File: config.mk
export PLATFORM = sky130hd
export DESIGN_NAME = canon_voice_scheduler_flat
export DESIGN_NICKNAME = d
export VERILOG_FILES = /design/src/rtl/canon_pkg.sv /design/src/rtl/canon_voice_scheduler_if.sv /design/src/rtl/canon_voice_scheduler.sv /design/src/flat_wrapper.sv
export SDC_FILE = /design/constraint.sdc
export NUM_CORES = 1
export LEC_CHECK = 0
export BUFFER_PORTS_ARGS = -buffer_cell sky130_fd_sc_hd__buf_2
export CORE_UTILIZATION = 59
export DETAILED_ROUTE_END_ITERATION = 10
export PLACE_DENSITY = 0.8
export RECOVER_POWER = 100
export SYNTH_ARGS = -nofsm -noshare
export SYNTH_HDL_FRONTEND = slang
export SYNTH_SLANG_ARGS = --single-unit
File: constraint.sdc
create_clock -name clk -period 3.47 [get_ports clk]
set_clock_uncertainty 0.1 [all_clocks]
set_input_delay 0.347 -clock clk [delete_from_list [all_inputs] [get_ports clk]]
set_output_delay 0.347 -clock clk [all_outputs]
set_load 0.01 [all_outputs]
File: src/rtl/canon_pkg.sv
// Shared definitions for the canon player: note frequency table, duration
// decode, scan FSM state type and voice start offset.
package canon_pkg;

   localparam int unsigned FREQ_W       = 10;
   localparam int unsigned VOICE_OFFSET = 8;

   typedef enum logic [1:0] {
      ST_IDLE,
      ST_ADDR,
      ST_DATA
   } scan_state_e;

   // Codes 18..31 are rests.
   function automatic logic [FREQ_W-1:0] freq_div(input logic [4:0] note);
      logic [FREQ_W-1:0] d;
      case (note)
         5'd0:    d = 10'd0;
         5'd1:    d = 10'd793;
         5'd2:    d = 10'd707;
         5'd3:    d = 10'd667;
         5'd4:    d = 10'd594;
         5'd5:    d = 10'd529;
         5'd6:    d = 10'd499;
         5'd7:    d = 10'd445;
         5'd8:    d = 10'd396;
         5'd9:    d = 10'd353;
         5'd10:   d = 10'd333;
         5'd11:   d = 10'd296;
         5'd12:   d = 10'd264;
         5'd13:   d = 10'd249;
         5'd14:   d = 10'd222;
         5'd15:   d = 10'd197;
         5'd16:   d = 10'd176;
         5'd17:   d = 10'd166;
         default: d = '0;
      endcase
      return d;
   endfunction

   function automatic logic [2:0] dur_mask(input logic [1:0] code);
      return (code == 2'b10) ? 3'b111 : {1'b0, code};
   endfunction

endpackage

File: src/rtl/canon_voice_scheduler_if.sv
// Shared note-ROM port: address out from the scheduler, word back one clock later.
interface canon_voice_scheduler_if #(
   parameter int unsigned IDX_W = 9
);
   logic [IDX_W-1:0] rom_addr;
   logic [6:0]       rom_data;

   modport master (output rom_addr, input rom_data);
   modport slave  (input rom_addr, output rom_data);
endinterface

File: src/rtl/canon_voice_scheduler.sv
// Tempo counter, per-voice note indices and a fixed ADDR/DATA scan that
// refreshes each voice's divider and duration mask from the shared note ROM.
module canon_voice_scheduler
   import canon_pkg::*;
#(
   parameter int unsigned NVOICES = 3,
   parameter int unsigned IDX_W   = 9,
   parameter int unsigned TICK_W  = 23,
   parameter int unsigned END_IDX = 288,
   parameter int unsigned DIV_W   = 10
) (
   input  logic                       clk,
   input  logic                       rst_n,
   input  logic                       enable,
   canon_voice_scheduler_if.master    rom,
   output logic [NVOICES*DIV_W-1:0]   divider,
   output logic [NVOICES-1:0]         voice_active,
   output logic                       beat,
   output logic                       busy
);

   localparam int unsigned     VW     = (NVOICES > 1) ? $clog2(NVOICES) : 1;
   localparam logic [IDX_W-1:0] END_I  = IDX_W'(END_IDX);
   localparam logic [IDX_W-1:0] LAST_I = IDX_W'(END_IDX - 1);
   localparam logic [VW-1:0]    LAST_V = VW'(NVOICES - 1);

   scan_state_e       state_q, state_d;
   logic [VW-1:0]     voice_q, voice_d;
   logic              start_q, start_d;
   logic [TICK_W-1:0] tick_q, tick_d;
   logic              beat_q, beat_d;
   logic [2:0]        phase_q, phase_d;
   logic [IDX_W-1:0]  addr_q, addr_d;
   logic [IDX_W-1:0]  idx_q  [NVOICES];
   logic [IDX_W-1:0]  idx_d  [NVOICES];
   logic [DIV_W-1:0]  div_q  [NVOICES];
   logic [DIV_W-1:0]  div_d  [NVOICES];
   logic [2:0]        mask_q [NVOICES];
   logic [2:0]        mask_d [NVOICES];

   always_comb begin
      state_d = state_q;
      voice_d = voice_q;
      start_d = 1'b0;
      phase_d = phase_q;
      addr_d  = addr_q;
      idx_d   = idx_q;
      div_d   = div_q;
      mask_d  = mask_q;
      tick_d  = tick_q + TICK_W'(enable);
      beat_d  = enable && (tick_q == '1);

      // Advance decisions use the phase value before this beat's increment.
      if (beat_q) begin
         phase_d = phase_q + 3'd1;
         for (int unsigned v = 0; v < NVOICES; v++) begin
            if ((phase_q & mask_q[v]) == 3'b000) begin
               idx_d[v] = (idx_q[v] == LAST_I) ? '0 : idx_q[v] + IDX_W'(1);
            end
         end
      end

      case (state_q)
         ST_IDLE: begin
            if (start_q || beat_q) begin
               state_d = ST_ADDR;
               voice_d = '0;
               addr_d  = idx_d[0];
            end
         end
         ST_ADDR: state_d = ST_DATA;
         ST_DATA: begin
            if (idx_q[voice_q] >= END_I) begin
               div_d[voice_q]  = '0;
               mask_d[voice_q] = 3'b000;
            end else begin
               div_d[voice_q]  = DIV_W'(freq_div(rom.rom_data[4:0]));
               mask_d[voice_q] = dur_mask(rom.rom_data[6:5]);
            end
            if (voice_q == LAST_V) begin
               state_d = ST_IDLE;
            end else begin
               voice_d = voice_q + VW'(1);
               state_d = ST_ADDR;
               addr_d  = idx_q[voice_d];
            end
         end
         default: state_d = ST_IDLE;
      endcase
   end

   always_ff @(posedge clk or negedge rst_n) begin
      if (!rst_n) begin
         state_q <= ST_IDLE;
         voice_q <= '0;
         start_q <= 1'b1;
         tick_q  <= '0;
         beat_q  <= 1'b0;
         phase_q <= '0;
         addr_q  <= '0;
         for (int unsigned v = 0; v < NVOICES; v++) begin
            idx_q[v]  <= IDX_W'((1 << IDX_W) - VOICE_OFFSET * (v + 1));
            div_q[v]  <= '0;
            mask_q[v] <= 3'b000;
         end
      end else begin
         state_q <= state_d;
         voice_q <= voice_d;
         start_q <= start_d;
         tick_q  <= tick_d;
         beat_q  <= beat_d;
         phase_q <= phase_d;
         addr_q  <= addr_d;
         idx_q   <= idx_d;
         div_q   <= div_d;
         mask_q  <= mask_d;
      end
   end

   always_comb begin
      divider      = '0;
      voice_active = '0;
      for (int unsigned v = 0; v < NVOICES; v++) begin
         divider[v*DIV_W +: DIV_W] = div_q[v];
         voice_active[v]           = (idx_q[v] < END_I) && (div_q[v] != '0);
      end
   end

   assign rom.rom_addr = addr_q;
   assign beat         = beat_q;
   assign busy         = (state_q != ST_IDLE);

endmodule
File: src/flat_wrapper.sv
// flat-port wrapper written by rule: the top's interface ports become plain ports
module canon_voice_scheduler_flat import canon_pkg::*;
#(
   parameter int unsigned NVOICES = 3,
   parameter int unsigned IDX_W   = 9,
   parameter int unsigned TICK_W  = 23,
   parameter int unsigned END_IDX = 288,
   parameter int unsigned DIV_W   = 10
)
  (clk, rst_n, enable, divider, voice_active, beat, busy, rom_rom_addr, rom_rom_data);
  canon_voice_scheduler_if #(.IDX_W(IDX_W)) rom_i ();
  input  logic clk;
  input  logic rst_n;
  input  logic enable;
  output logic [NVOICES*DIV_W-1:0] divider;
  output logic [NVOICES-1:0] voice_active;
  output logic beat;
  output logic busy;
  output wire logic [$bits(rom_i.rom_addr)-1:0] rom_rom_addr;
  input wire logic [$bits(rom_i.rom_data)-1:0] rom_rom_data;
  assign rom_rom_addr = rom_i.rom_addr;
  assign rom_i.rom_data = rom_rom_data;
  canon_voice_scheduler #(.NVOICES(NVOICES), .IDX_W(IDX_W), .TICK_W(TICK_W), .END_IDX(END_IDX), .DIV_W(DIV_W)) u_core (.clk(clk), .rst_n(rst_n), .enable(enable), .rom(rom_i), .divider(divider), .voice_active(voice_active), .beat(beat), .busy(busy));
endmodule
==> summary.md, run 1 <==
| Metric | Value |
|---|---|
| Outcome | `complete, no violations` |
| Drt drc | `0` |
| CP top delay family | `adder cells` |
| RSZ-0062 raised after global routing | `no` |
| Placeable Area | `roughly 8700 um^2` |
| Area growth from synthesis to layout | `9.51%` |
| Share of flip-flops with an asynchronous set or reset | `100%` |
| Fin crit period | `around 2.7 ns` |
| M3 GR Usage | `6.57%` |
| H-tree levels | `3` |
| Maximum VDD drop | `roughly 390 uV` |
| Initial Util | `between 60% and 70%` |
| Total gr overflow | `0` |
| Worst Path Buf+Inv | `1` |
| Clk root buf | `clkbuf_8` |
| Worst path max stage delay | `a little over 0.7 ns` |
| Post-CTS Setup Bufs | `0` |
| Total negative slack | `0 ns` |
| Clock Tree Buf Depth | `2` |
| Routed via count | `around 4200` |
| Sequential area share after synthesis | `around half` |
| Vias in the first global route | `a little under 4000` |
| Final Hold Vio Count | `0` |
| PwrDens | `approximately 590 nW/um^2` |
| Hold-fix buffers, CTS | `1` |
| Worst-skew pair later-pin latency | `approximately 0.38 ns` |
| Max Clk Rate | `371 MHz` |
| Synth warnings | `0` |
| Initial antenna violation count | `0` |
| Slowest-stage cell, CP | `ha_1` |
| Die height | `96.6 um` |
| DR pass1 iterations | `5` |
| RePlAce Congestion | `0.913` |
| Largest cells by area after synthesis | `dfrtp_1, dfstp_2, nand2_1, xnor2_1, o21ai_0` |
| # resized after CTS | `0` |
| Starting DRT DRC Count | `~230` |
| Row count | `34` |
| Kind of critical path | `reg2reg` |
| Share of cells above drive strength 1 | `~9%` |
| GRT met2 Usage | `between 40 and 50%` |
| Clock slew at reported path FFs | `between 0.1 and 0.15 ns` |
| Yosys cell types | `58` |
| TritonCTS clock tree | `built` |
| Reg2reg setup slack | `0.77 ns` |
| First-pass GRT wire length | `19100 um` |
| Synth Instances | `around 530` |
| Routed length per instance | `~17 um` |
| Final setup vio count | `0` |
| Nets | `about 600` |
| Port bufs | `between 50 and 60` |
| Pin count of the biggest net entering global routing | `61` |
| Worst Hold Class | `in2reg` |
| CP Launch Type | `flip-flop` |
| Final Cycle Share | `between 70 and 80%` |
| Req. time, crit path | `3.65 ns` |
| Die Footprint | `~9300 um^2` |
| Reg area | `roughly 2700 um^2` |
| Slew Viols, Final | `0` |
| Most common cell in the netlist | `dfrtp_1` |
| Slew at the pin with the worst max-slew slack | `1.45 ns` |
| Via density | `roughly 6` |
| Die W | `between 90 and 100 um` |
| Relative slew margins | `between 3 and 4%` |
| Most used DFF post-synth | `dfrtp_1` |
| Crit end category | `flip-flop` |
| Yosys reg bits | `107` |
| Worst hold margin | `between 0.09 and 0.1 ns` |
| Area leader, netlist | `dfrtp_1` |
| Met1 Usage GRT | `between 30% and 40%` |
| Crit path cell chain | `clkinv_1, ha_1, mux2_2, a221oi_1, nor2_1, a22o_1` |
| Total wire length | `between 10000 and 15000 um` |
| CTS Sinks | `~110` |
| Crit path DAT | `about 2.9 ns` |
| Multi-input logic area | `roughly 2400 um^2` |
| CP max FO | `12` |
| Synthesized area per cell | `9.94 um^2` |
| Total GRT Usage | `about 28%` |
| Post-synth top cells | `dfrtp_1, nand2_1, o21ai_0` |
| FILL cells | `702` |
| Dpl hpwl | `8560 um` |
| Routed Antenna Nets | `0` |
| Post-synth EDFFs | `0` |
| Yosys top cell area share | `42.7%` |
| Busiest grt layer | `met2` |
| Inserted Clock Buffers | `9` |
| Pleak | `~2.5 nW` |
| Num ports | `54` |
| Number of diodes | `0` |
| Mapped Nets | `557` |
| Max-cap violations | `0` |
| Synth Cell Area | `5280 um^2` |
worst paths after layout:
kind,cells past startpoint,to,start
setup / recovery,6,u_core.rom.rom_addr[7]$_DFFE_PN0P_,u_core.voice_q[0]$_DFFE_PN0P_
hold / removal,2,u_core.mask_q[8]$_DFFE_PN0P_,rom_rom_data[5]
setup reg to reg,6,u_core.rom.rom_addr[7]$_DFFE_PN0P_,u_core.voice_q[0]$_DFFE_PN0P_
hold reg to reg,1,u_core.tick_q[20]$_DFF_PN0_,u_core.tick_q[20]$_DFF_PN0_
max in group asynchronous,3,u_core.rom.rom_addr[2]$_DFFE_PN0P_,rst_n
min in group asynchronous,2,u_core.divider[24]$_DFFE_PN0P_,rst_n
worst register-to-register path, cell delays in order (launching register included):
cell and delay [ns]:
dfrtp_1 0.53, clkinv_1 0.33, ha_1 0.71, mux2_2 0.40
a221oi_1 0.29, nor2_1 0.07, a22o_1 0.19
power by group:
part           leakage (nW)  internal (mW)  switching, mW
clock network         0.110          0.302          0.497
logic                  1.04          0.324          0.534
registers              1.35           1.51          0.226
total                  2.50           2.14           1.26
state kept, by name (all words and copies together) (netlist names):
name and count:
u_core.beat 1, u_core.divider 30, u_core.idx_q 27, u_core.mask_q 9
u_core.phase_q 3, u_core.rom.rom_addr 9, u_core.start_q 1, u_core.state_q 2
u_core.tick_q 23, u_core.voice_q 2
layout by cell type, fill, tap and decap left out, types with 15 or more instances in the layout:
master	netlist	final
dfrtp_1	90	90
nand2_1	81	82
o21ai_0	49	49
clkbuf_1	18	43
nor2_1	31	31
xnor2_1	29	29
a21oi_1	19	19
nand4_1	17	17
ha_1	16	16
and3_1	15	15
area by class of cell:
type	count	share of cell area, %
Inverter	9	0.585
Clock inverter	7	1.75
Tap cell	108	2.34
Clock buffer	9	2.14
Sequential cell	107	46.7
Timing Repair Buffer	58	4.27
Multi-Input combinational cell	390	42.2
logic make-up after synthesis:
family | share of synthesized area, %
and+or+nand+nor | 19.1
AOI/OAI and AO/OA | 15.3
DFF | 51.2
xor gates and xnor gates | 5.81
buffers and inverters | 2.58
adders and majority gates | 3.79
muxes | 2.16
other | 0.0711
metrics by stage:
stage / instance area (um^2) / instances / worst slack [ns] / power, mW / util [%]
2_1_floorplan: 5280 / 531 / 1.07 / 2.30 / -
3_3_place_gp: 5610 / 671 / 0.911 / 2.61 / 64.6
3_5_place_dp: 5610 / 671 / 0.812 / 2.66 / 64.6
6_report: 5780 / 688 / 0.773 / 3.39 / 66.6
5_1_grt: 5780 / 688 / 0.386 / 3.60 / 66.6
4_1_cts: 5840 / 688 / 0.803 / 3.46 / 67.3
layer usage:
layer,wire [um],vias up
li1,-,2000
met3,712,30
met2,5640,152
met1,5200,2032
met5,0,-
met4,287,0
(Power assumes the default switching activity.)
==> run 2, diff against run 1 <==
--- a/config.mk
+++ b/config.mk
@@ -6,9 +6,9 @@
 export NUM_CORES = 1
 export LEC_CHECK = 0
 export BUFFER_PORTS_ARGS = -buffer_cell sky130_fd_sc_hd__buf_2
-export CORE_UTILIZATION = 59
+export CORE_UTILIZATION = 53
 export DETAILED_ROUTE_END_ITERATION = 10
-export PLACE_DENSITY = 0.8
+export PLACE_DENSITY = 0.76
 export RECOVER_POWER = 100
 export SYNTH_ARGS = -nofsm -noshare
 export SYNTH_HDL_FRONTEND = slang
==> constraint.sdc (replaced) <==
create_clock -name clk -period 2.4 [get_ports clk]
set_clock_uncertainty 0.1 [all_clocks]
set_input_delay 0.24 -clock clk [delete_from_list [all_inputs] [get_ports clk]]
set_output_delay 0.24 -clock clk [all_outputs]
set_load 0.01 [all_outputs]
==> run 2 against run 1 <==
  * Sequential power is 45% higher
  * Register-to-register slack worse by 0.54 ns
  * Utilization is 6.3 points lower
  * Critical endpoint is now u_core.idx_q[7]$_DFFE_PN1P_
  * Fmax is 25% higher
  * Total power is 46% higher
  * Largest cell class unchanged
  * Global-route usage fell by 1.4 points
  * Via count is 1.7% higher
  * Non-clock buffer count up 11
==> summary.md, run 2 (synthesized netlist as in run 1, its figures left out) <==
| Metric | Value |
|---|---|
| Outcome | `complete, no violations (unchanged)` |
| Clock slew at reported path FFs | `0.11 ns (was 0.12 ns)` |
| Final Hold Vio Count | `0 (unchanged)` |
| Slew at the pin with the worst max-slew slack | `1.10 ns (was 1.45 ns)` |
| Clock Tree Buf Depth | `2 (unchanged)` |
| Placed inst area | `5730 um^2 (was 5610 um^2)` |
| Most common cell after layout, fill and taps aside | `dfrtp_1 (unchanged)` |
| First-pass GRT wire length | `20400 um (was 19100 um)` |
| PwrDens | `845 nW/um^2 (was 587 nW/um^2)` |
| Routed Antenna Nets | `0 (unchanged)` |
| Wire length on met2 | `5810 um (was 5640 um)` |
| Initial antenna violation count | `0 (unchanged)` |
| H-tree levels | `3 (unchanged)` |
| Final Cycle Share | `90.1% (was 77.7%)` |
| DR pass1 iterations | `4 (was 5)` |
| Design Area, Final | `5860 um^2 (was 5780 um^2)` |
| Clk root buf | `clkbuf_8 (unchanged)` |
| Worst Hold Class | `in2reg (unchanged)` |
| Final setup vio count | `0 (unchanged)` |
| Total negative slack | `0 ns (unchanged)` |
| Die W | `102 um (was 96.6 um)` |
| Total GRT Usage | `26.2% (was 27.6%)` |
| Fin crit period | `2.16 ns (was 2.70 ns)` |
| Total gr overflow | `0 (unchanged)` |
| Number of diodes | `0 (unchanged)` |
| Pleak | `2.54 nW (was 2.50 nW)` |
| Row count | `36 (was 34)` |
| Crit end category | `flip-flop (unchanged)` |
| CP max FO | `7 (was 12)` |
| Routed length per instance | `17.1 um (was 17.2 um)` |
| Slowest-stage cell, CP | `dfrtp_1 (was ha_1)` |
| Num ports | `54 (unchanged)` |
| Inserted Clock Buffers | `9 (unchanged)` |
| Initial Util | `54.2% (was 60.8%)` |
| FILL cells | `885 (was 702)` |
| RePlAce Congestion | `0.933 (was 0.913)` |
| # resized after CTS | `0 (unchanged)` |
| Starting DRT DRC Count | `194 (was 228)` |
| Max-cap violations | `0 (unchanged)` |
| Placeable Area | `9730 um^2 (was 8680 um^2)` |
| Maximum VDD drop | `480 uV (was 388 uV)` |
| Req. time, crit path | `2.62 ns (was 3.65 ns)` |
| Pin count of the biggest net entering global routing | `44 (was 61)` |
| Post-CTS Setup Bufs | `0 (unchanged)` |
| Crit path DAT | `2.38 ns (was 2.87 ns)` |
| Area growth from synthesis to layout | `11.1% (was 9.51%)` |
| Routed via count | `4287 (was 4214)` |
| Dpl hpwl | `8940 um (was 8560 um)` |
| Die Footprint | `10400 um^2 (was 9320 um^2)` |
| Worst path max stage delay | `0.46 ns (was 0.71 ns)` |
| TritonCTS clock tree | `built (unchanged)` |
| RSZ-0062 raised after global routing | `no (unchanged)` |
| WL met1 | `5500 um (was 5200 um)` |
| Worst-skew pair later-pin latency | `0.40 ns (was 0.38 ns)` |
| Share of cells above drive strength 1 | `9.98% (was 8.97%)` |
| DR top layer | `met4 (unchanged)` |
| Vias in the first global route | `4154 (was 3962)` |
| Drt drc | `0 (unchanged)` |
| Slew Viols, Final | `0 (unchanged)` |
| CTS Sinks | `107 (unchanged)` |
| Nets | `612 (was 601)` |
| Crit path cell chain | `clkbuf_1, a21boi_0, and3_1, nand4_1, nor2_1, xor2_1 (was clkinv_1, ha_1, mux2_2, a221oi_1, nor2_1, a22o_1)` |
| Most frequent cells in the layout | `dfrtp_1, nand2_1, o21ai_0, clkbuf_1, nor2_1 (unchanged)` |
| Port bufs | `53 (unchanged)` |
| Kind of critical path | `reg2reg (unchanged)` |
| CP Launch Type | `flip-flop (unchanged)` |
| Overall Power | `4.96 mW (was 3.39 mW)` |
| Max Clk Rate | `463 MHz (was 371 MHz)` |
| Max reg flops | `30 (unchanged)` |
| Via density | `5.92 (was 6.13)` |
| Relative slew margins | `26.7% (was 3.02%)` |
| Total wire length | `12400 um (was 11800 um)` |
| Met3 WL | `743 um (was 712 um)` |
| Hold-fix buffers, CTS | `3 (was 1)` |
| Die height | `102 um (was 96.6 um)` |
## run 2: cell types whose count changed in the layout (fill, tap and decap cells not counted), sizes merged
cell	change
clkbuf	+5
inv	+2
clkinv	-3
dlygate4sd3	+2
buf	+5
## run 2: worst paths after layout
path                                        startpoint                        endpoint  slack [ns]  cells past startpoint
min                                    rom_rom_data[6]    u_core.mask_q[2]$_DFFE_PN0P_        0.13                      3
min in group asynchronous                        rst_n  u_core.divider[27]$_DFFE_PN0P_        0.49                      2
max reg2reg                      u_core.beat$_DFF_PN0_     u_core.idx_q[7]$_DFFE_PN1P_        0.24                      6
min reg2reg                u_core.tick_q[12]$_DFF_PN0_     u_core.tick_q[12]$_DFF_PN0_        0.37                      1
max                              u_core.beat$_DFF_PN0_     u_core.idx_q[7]$_DFFE_PN1P_        0.24                      6
max in group asynchronous                        rst_n    u_core.mask_q[7]$_DFFE_PN0P_        0.47                      3
## run 2: final cells by class
| cell class | instances | area (um^2) | area share (%) |
|---|---|---|---|
| Tap cell | 133 | 166 | 2.84 |
| Timing Repair Buffer | 69 | 342 | 5.83 |
| Clock buffer | 10 | 128 | 2.18 |
| Sequential cell | 107 | 2700 | 46.0 |
| Inverter | 9 | 33.8 | 0.576 |
| Clock inverter | 6 | 56.3 | 0.960 |
| Multi-Input combinational cell | 390 | 2440 | 41.6 |
## run 2: through the flow
step | utilization (%) | hold slack, ns | cells | worst slack (ns)
after CTS | 61.1 | 0.0579 | 724 | 0.258
after detailed placement | 58.9 | 0.178 | 705 | 0.356
after floorplan | - | -0.156 | 531 | 0.223
final | 60.3 | 0.132 | 724 | 0.238
after global placement | 58.9 | 0.170 | 705 | 0.371
after global routing | 60.3 | 0.131 | 724 | 0.0719
## run 2: layer usage
layer	GRT usage (%)	up-vias
met4	10.1	0
li1	-	2009
met1	34.8	2100
met2	41.6	146
met3	6.42	32
met5	0	-
## run 2: critical path, delay by kind of cell, from the launching register on
kind	cells	cell delay, ns
XOR/XNOR	1	0.17
AND/OR/NAND/NOR	3	0.66
AO/OA/AOI/OAI	1	0.34
flip-flops	1	0.46
buffers and inverters	1	0.36
## run 2: power breakdown
group,switching [mW],total [mW],leakage (nW),internal (mW)
clock,0.666,1.07,0.0970,0.406
sequential,0.344,2.53,1.35,2.19
combinational,0.828,1.35,1.10,0.526
total,1.84,4.96,2.54,3.12
==> run 3, diff against run 2 <==
--- a/config.mk
+++ b/config.mk
@@ -9,7 +9,7 @@
 export CORE_UTILIZATION = 53
 export DETAILED_ROUTE_END_ITERATION = 10
 export PLACE_DENSITY = 0.76
-export RECOVER_POWER = 100
+export RECOVER_POWER = 50
 export SYNTH_ARGS = -nofsm -noshare
 export SYNTH_HDL_FRONTEND = slang
 export SYNTH_SLANG_ARGS = --single-unit
==> run 3 against run 2 <==
  * Flip-flop and latch count is the same
  * Clock power is essentially flat
  * Register-to-register slack is essentially flat
  * Sequential share of layout area shrank 0.12 points
  * Critical path depth shrank 2
  * Non-clock buffer count is the same
  * Design area grew 0.26%
  * Largest cell class unchanged
  * Combinational power is essentially flat
  * Total power grew 0.20%
  * Highest routed layer unchanged
  * Sequential power is essentially flat
==> summary.md, run 3 (synthesized netlist as in run 1, its figures left out) <==
| Metric | Value |
|---|---|
| Inserted Clock Buffers | `9 (unchanged)` |
| First-pass GRT wire length | `20400 um (unchanged)` |
| Routed via count | `4311 (was 4287)` |
| Dpl hpwl | `8940 um (unchanged)` |
| TritonCTS clock tree | `built (unchanged)` |
| Via density | `5.95 (was 5.92)` |
| Pleak | `2.56 nW (was 2.54 nW)` |
| Combinational share of power | `27.5% (was 27.3%)` |
| Outcome | `complete, no violations (unchanged)` |
| CP Launch Type | `flip-flop (unchanged)` |
| Worst path max stage delay | `0.51 ns (was 0.46 ns)` |
| Routed Antenna Nets | `0 (unchanged)` |
| Pin count of the biggest net entering global routing | `44 (unchanged)` |
| Worst flop-to-flop path endpoint | `u_core.idx_q[7]$_DFFE_PN1P_ (unchanged)` |
| CTS Sinks | `107 (unchanged)` |
| Reg2reg start | `u_core.beat$_DFF_PN0_ (unchanged)` |
| Total negative slack | `0 ns (unchanged)` |
| Internal power | `3.13 mW (was 3.12 mW)` |
| Port bufs | `53 (unchanged)` |
| Worst Hold Class | `in2reg (unchanged)` |
| Clock slew at reported path FFs | `0.12 ns (was 0.11 ns)` |
| H-tree levels | `3 (unchanged)` |
| Num ports | `54 (unchanged)` |
| Clk root buf | `clkbuf_8 (unchanged)` |
| Crit end category | `output pin (was flip-flop)` |
| Req. time, crit path | `2.06 ns (was 2.62 ns)` |
| Initial antenna violation count | `0 (unchanged)` |
| DR pass1 iterations | `4 (unchanged)` |
| Vias in the first global route | `4154 (unchanged)` |
| Crit path DAT | `1.81 ns (was 2.38 ns)` |
| Row count | `36 (unchanged)` |
| Die height | `102 um (unchanged)` |
| Number of diodes | `0 (unchanged)` |
| Starting DRT DRC Count | `189 (was 194)` |
| Max-cap violations | `0 (unchanged)` |
| P_sw | `1.83 mW (was 1.84 mW)` |
| Fin crit period | `2.15 ns (was 2.16 ns)` |
| CP max FO | `3 (was 7)` |
| Crit path cell chain | `or4_1, nor3_1, a2bb2oi_1, buf_2 (was clkbuf_1, a21boi_0, and3_1, nand4_1, nor2_1, xor2_1)` |
| Max reg flops | `30 (unchanged)` |
| Slew Viols, Final | `0 (unchanged)` |
| RePlAce Congestion | `0.933 (unchanged)` |
| Max Clk Rate | `465 MHz (was 463 MHz)` |
| Slew at the pin with the worst max-slew slack | `1.09 ns (was 1.10 ns)` |
| Placeable Area | `9730 um^2 (unchanged)` |
| Count of non-filler cells in the finished layout | `724 (unchanged)` |
| Final Hold Vio Count | `0 (unchanged)` |
| Fin util | `60.4% (was 60.3%)` |
| Flop pwr share | `51.0% (about the same)` |
| Total GRT Usage | `26.2% (unchanged)` |
| Startpoint of the worst hold path | `rom_rom_data[6] (unchanged)` |
| Hold endpoint | `u_core.mask_q[2]$_DFFE_PN0P_ (unchanged)` |
| Area growth from synthesis to layout | `11.4% (was 11.1%)` |
| Routed length per instance | `17.0 um (was 17.1 um)` |
| Multi-input logic area | `2440 um^2 (about the same)` |
| Final setup vio count | `0 (unchanged)` |
| Most common cell after layout, fill and taps aside | `dfrtp_1 (unchanged)` |
| Reg2reg setup slack | `0.25 ns (was 0.24 ns)` |
| Relative slew margins | `27.5% (was 26.7%)` |
| Total gr overflow | `0 (unchanged)` |
| Slowest-stage cell, CP | `or4_1 (was dfrtp_1)` |
| PwrDens | `845 nW/um^2 (about the same)` |
| Switching share of power | `36.9% (was 37.1%)` |
| Die Footprint | `10400 um^2 (unchanged)` |
| Overall Power | `4.97 mW (was 4.96 mW)` |
| R2r worst-path depth | `6 (unchanged)` |
| Share of cells above drive strength 1 | `11.5% (was 9.98%)` |
| FILL cells | `877 (was 885)` |
| Kind of critical path | `reg2out (was reg2reg)` |
| Die W | `102 um (unchanged)` |
| RSZ-0062 raised after global routing | `no (unchanged)` |
| Final Cycle Share | `89.7% (was 90.1%)` |
| Maximum VDD drop | `488 uV (was 480 uV)` |
| Most frequent cells in the layout | `dfrtp_1, nand2_1, o21ai_0, clkbuf_1, nor2_1 (unchanged)` |
| Total wire length | `12300 um (was 12400 um)` |
| Drt drc | `0 (unchanged)` |
| Placed cell count | `705 (unchanged)` |
| Hold Path Depth | `3 (unchanged)` |
| Nets | `612 (unchanged)` |
| Worst-skew pair later-pin latency | `0.40 ns (about the same)` |
| Initial Util | `54.2% (unchanged)` |
| Power share of the clock group | `21.5% (was 21.6%)` |
| Reg area | `2700 um^2 (unchanged)` |
| Clock Tree Buf Depth | `2 (unchanged)` |
==> run 3: stage by stage <==
stage | instance area [um^2] | hold WS [ns] | worst slack, ns
CTS | 5940 | 0.0579 | 0.258
floorplan | 5280 | -0.156 | 0.223
detailed placement | 5730 | 0.178 | 0.356
global route | 5880 | 0.0673 | 0.0925
finish | 5880 | 0.0789 | 0.247
global placement | 5730 | 0.170 | 0.371
==> run 3: worst max-delay path by stage <==
stage | from | endpoint | slack, ns | cells after the start
after detailed placement | u_core.idx_q[15]$_DFFE_PN1P_ | u_core.mask_q[5]$_DFFE_PN0P_ | 0.36 | 6
after floorplan | u_core.voice_q[0]$_DFFE_PN0P_ | u_core.rom.rom_addr[5]$_DFFE_PN0P_ | 0.22 | 8
after global routing | u_core.beat$_DFF_PN0_ | u_core.idx_q[7]$_DFFE_PN1P_ | 0.09 | 6
after global placement | u_core.voice_q[1]$_DFFE_PN0P_ | u_core.rom.rom_addr[5]$_DFFE_PN0P_ | 0.37 | 6
after CTS | u_core.divider[2]$_DFFE_PN0P_ | voice_active[0] | 0.26 | 4
final | u_core.divider[1]$_DFFE_PN0P_ | voice_active[0] | 0.25 | 4
==> run 3: worst max-delay path, delay by kind of cell (launching register included) <==
| kind | cells | cell delay (ns) |
|---|---|---|
| buffers and inverters | 1 | 0.18 |
| AO/OA/AOI/OAI | 1 | 0.13 |
| flip-flops | 1 | 0.44 |
| AND/OR/NAND/NOR | 2 | 0.66 |
==> run 3: layer usage <==
metal  GRT usage, %  vias to the layer above  share of wire [%]  routed length (um)
met2           41.6                      159                 48                5870
met1           34.8                     2113                 44                5450
met4           10.1                        0                2.1                 255
met5              0                        -                  0                   0
li1               -                     2013                  -                   -
met3           6.42                       26                6.2                 765
==> run 3: what timing repair did <==
item / in CTS / in global routing
resized for setup: 0 / 0
hold buffers: 3 / 0
endpoints found under the hold margin: 36 / 0
buffers inserted: 0 / 0
==> run 3: area by class of cell <==
class,instances,share of cell area (%)
Clock buffer,10,2.17
Timing Repair Buffer,69,6.02
Inverter,9,0.575
Tap cell,133,2.83
Sequential cell,107,45.9
Clock inverter,6,0.958
Multi-Input combinational cell,390,41.5
==> run 3: power groups by stage <==
stage	clock network, mW	logic [mW]	registers, mW
finish	1.07	1.37	2.53
global route	1.17	1.53	2.58
CTS	1.10	1.43	2.52
detailed placement	0	1.43	2.55
global placement	0	1.39	2.54
floorplan	0	0.748	2.57
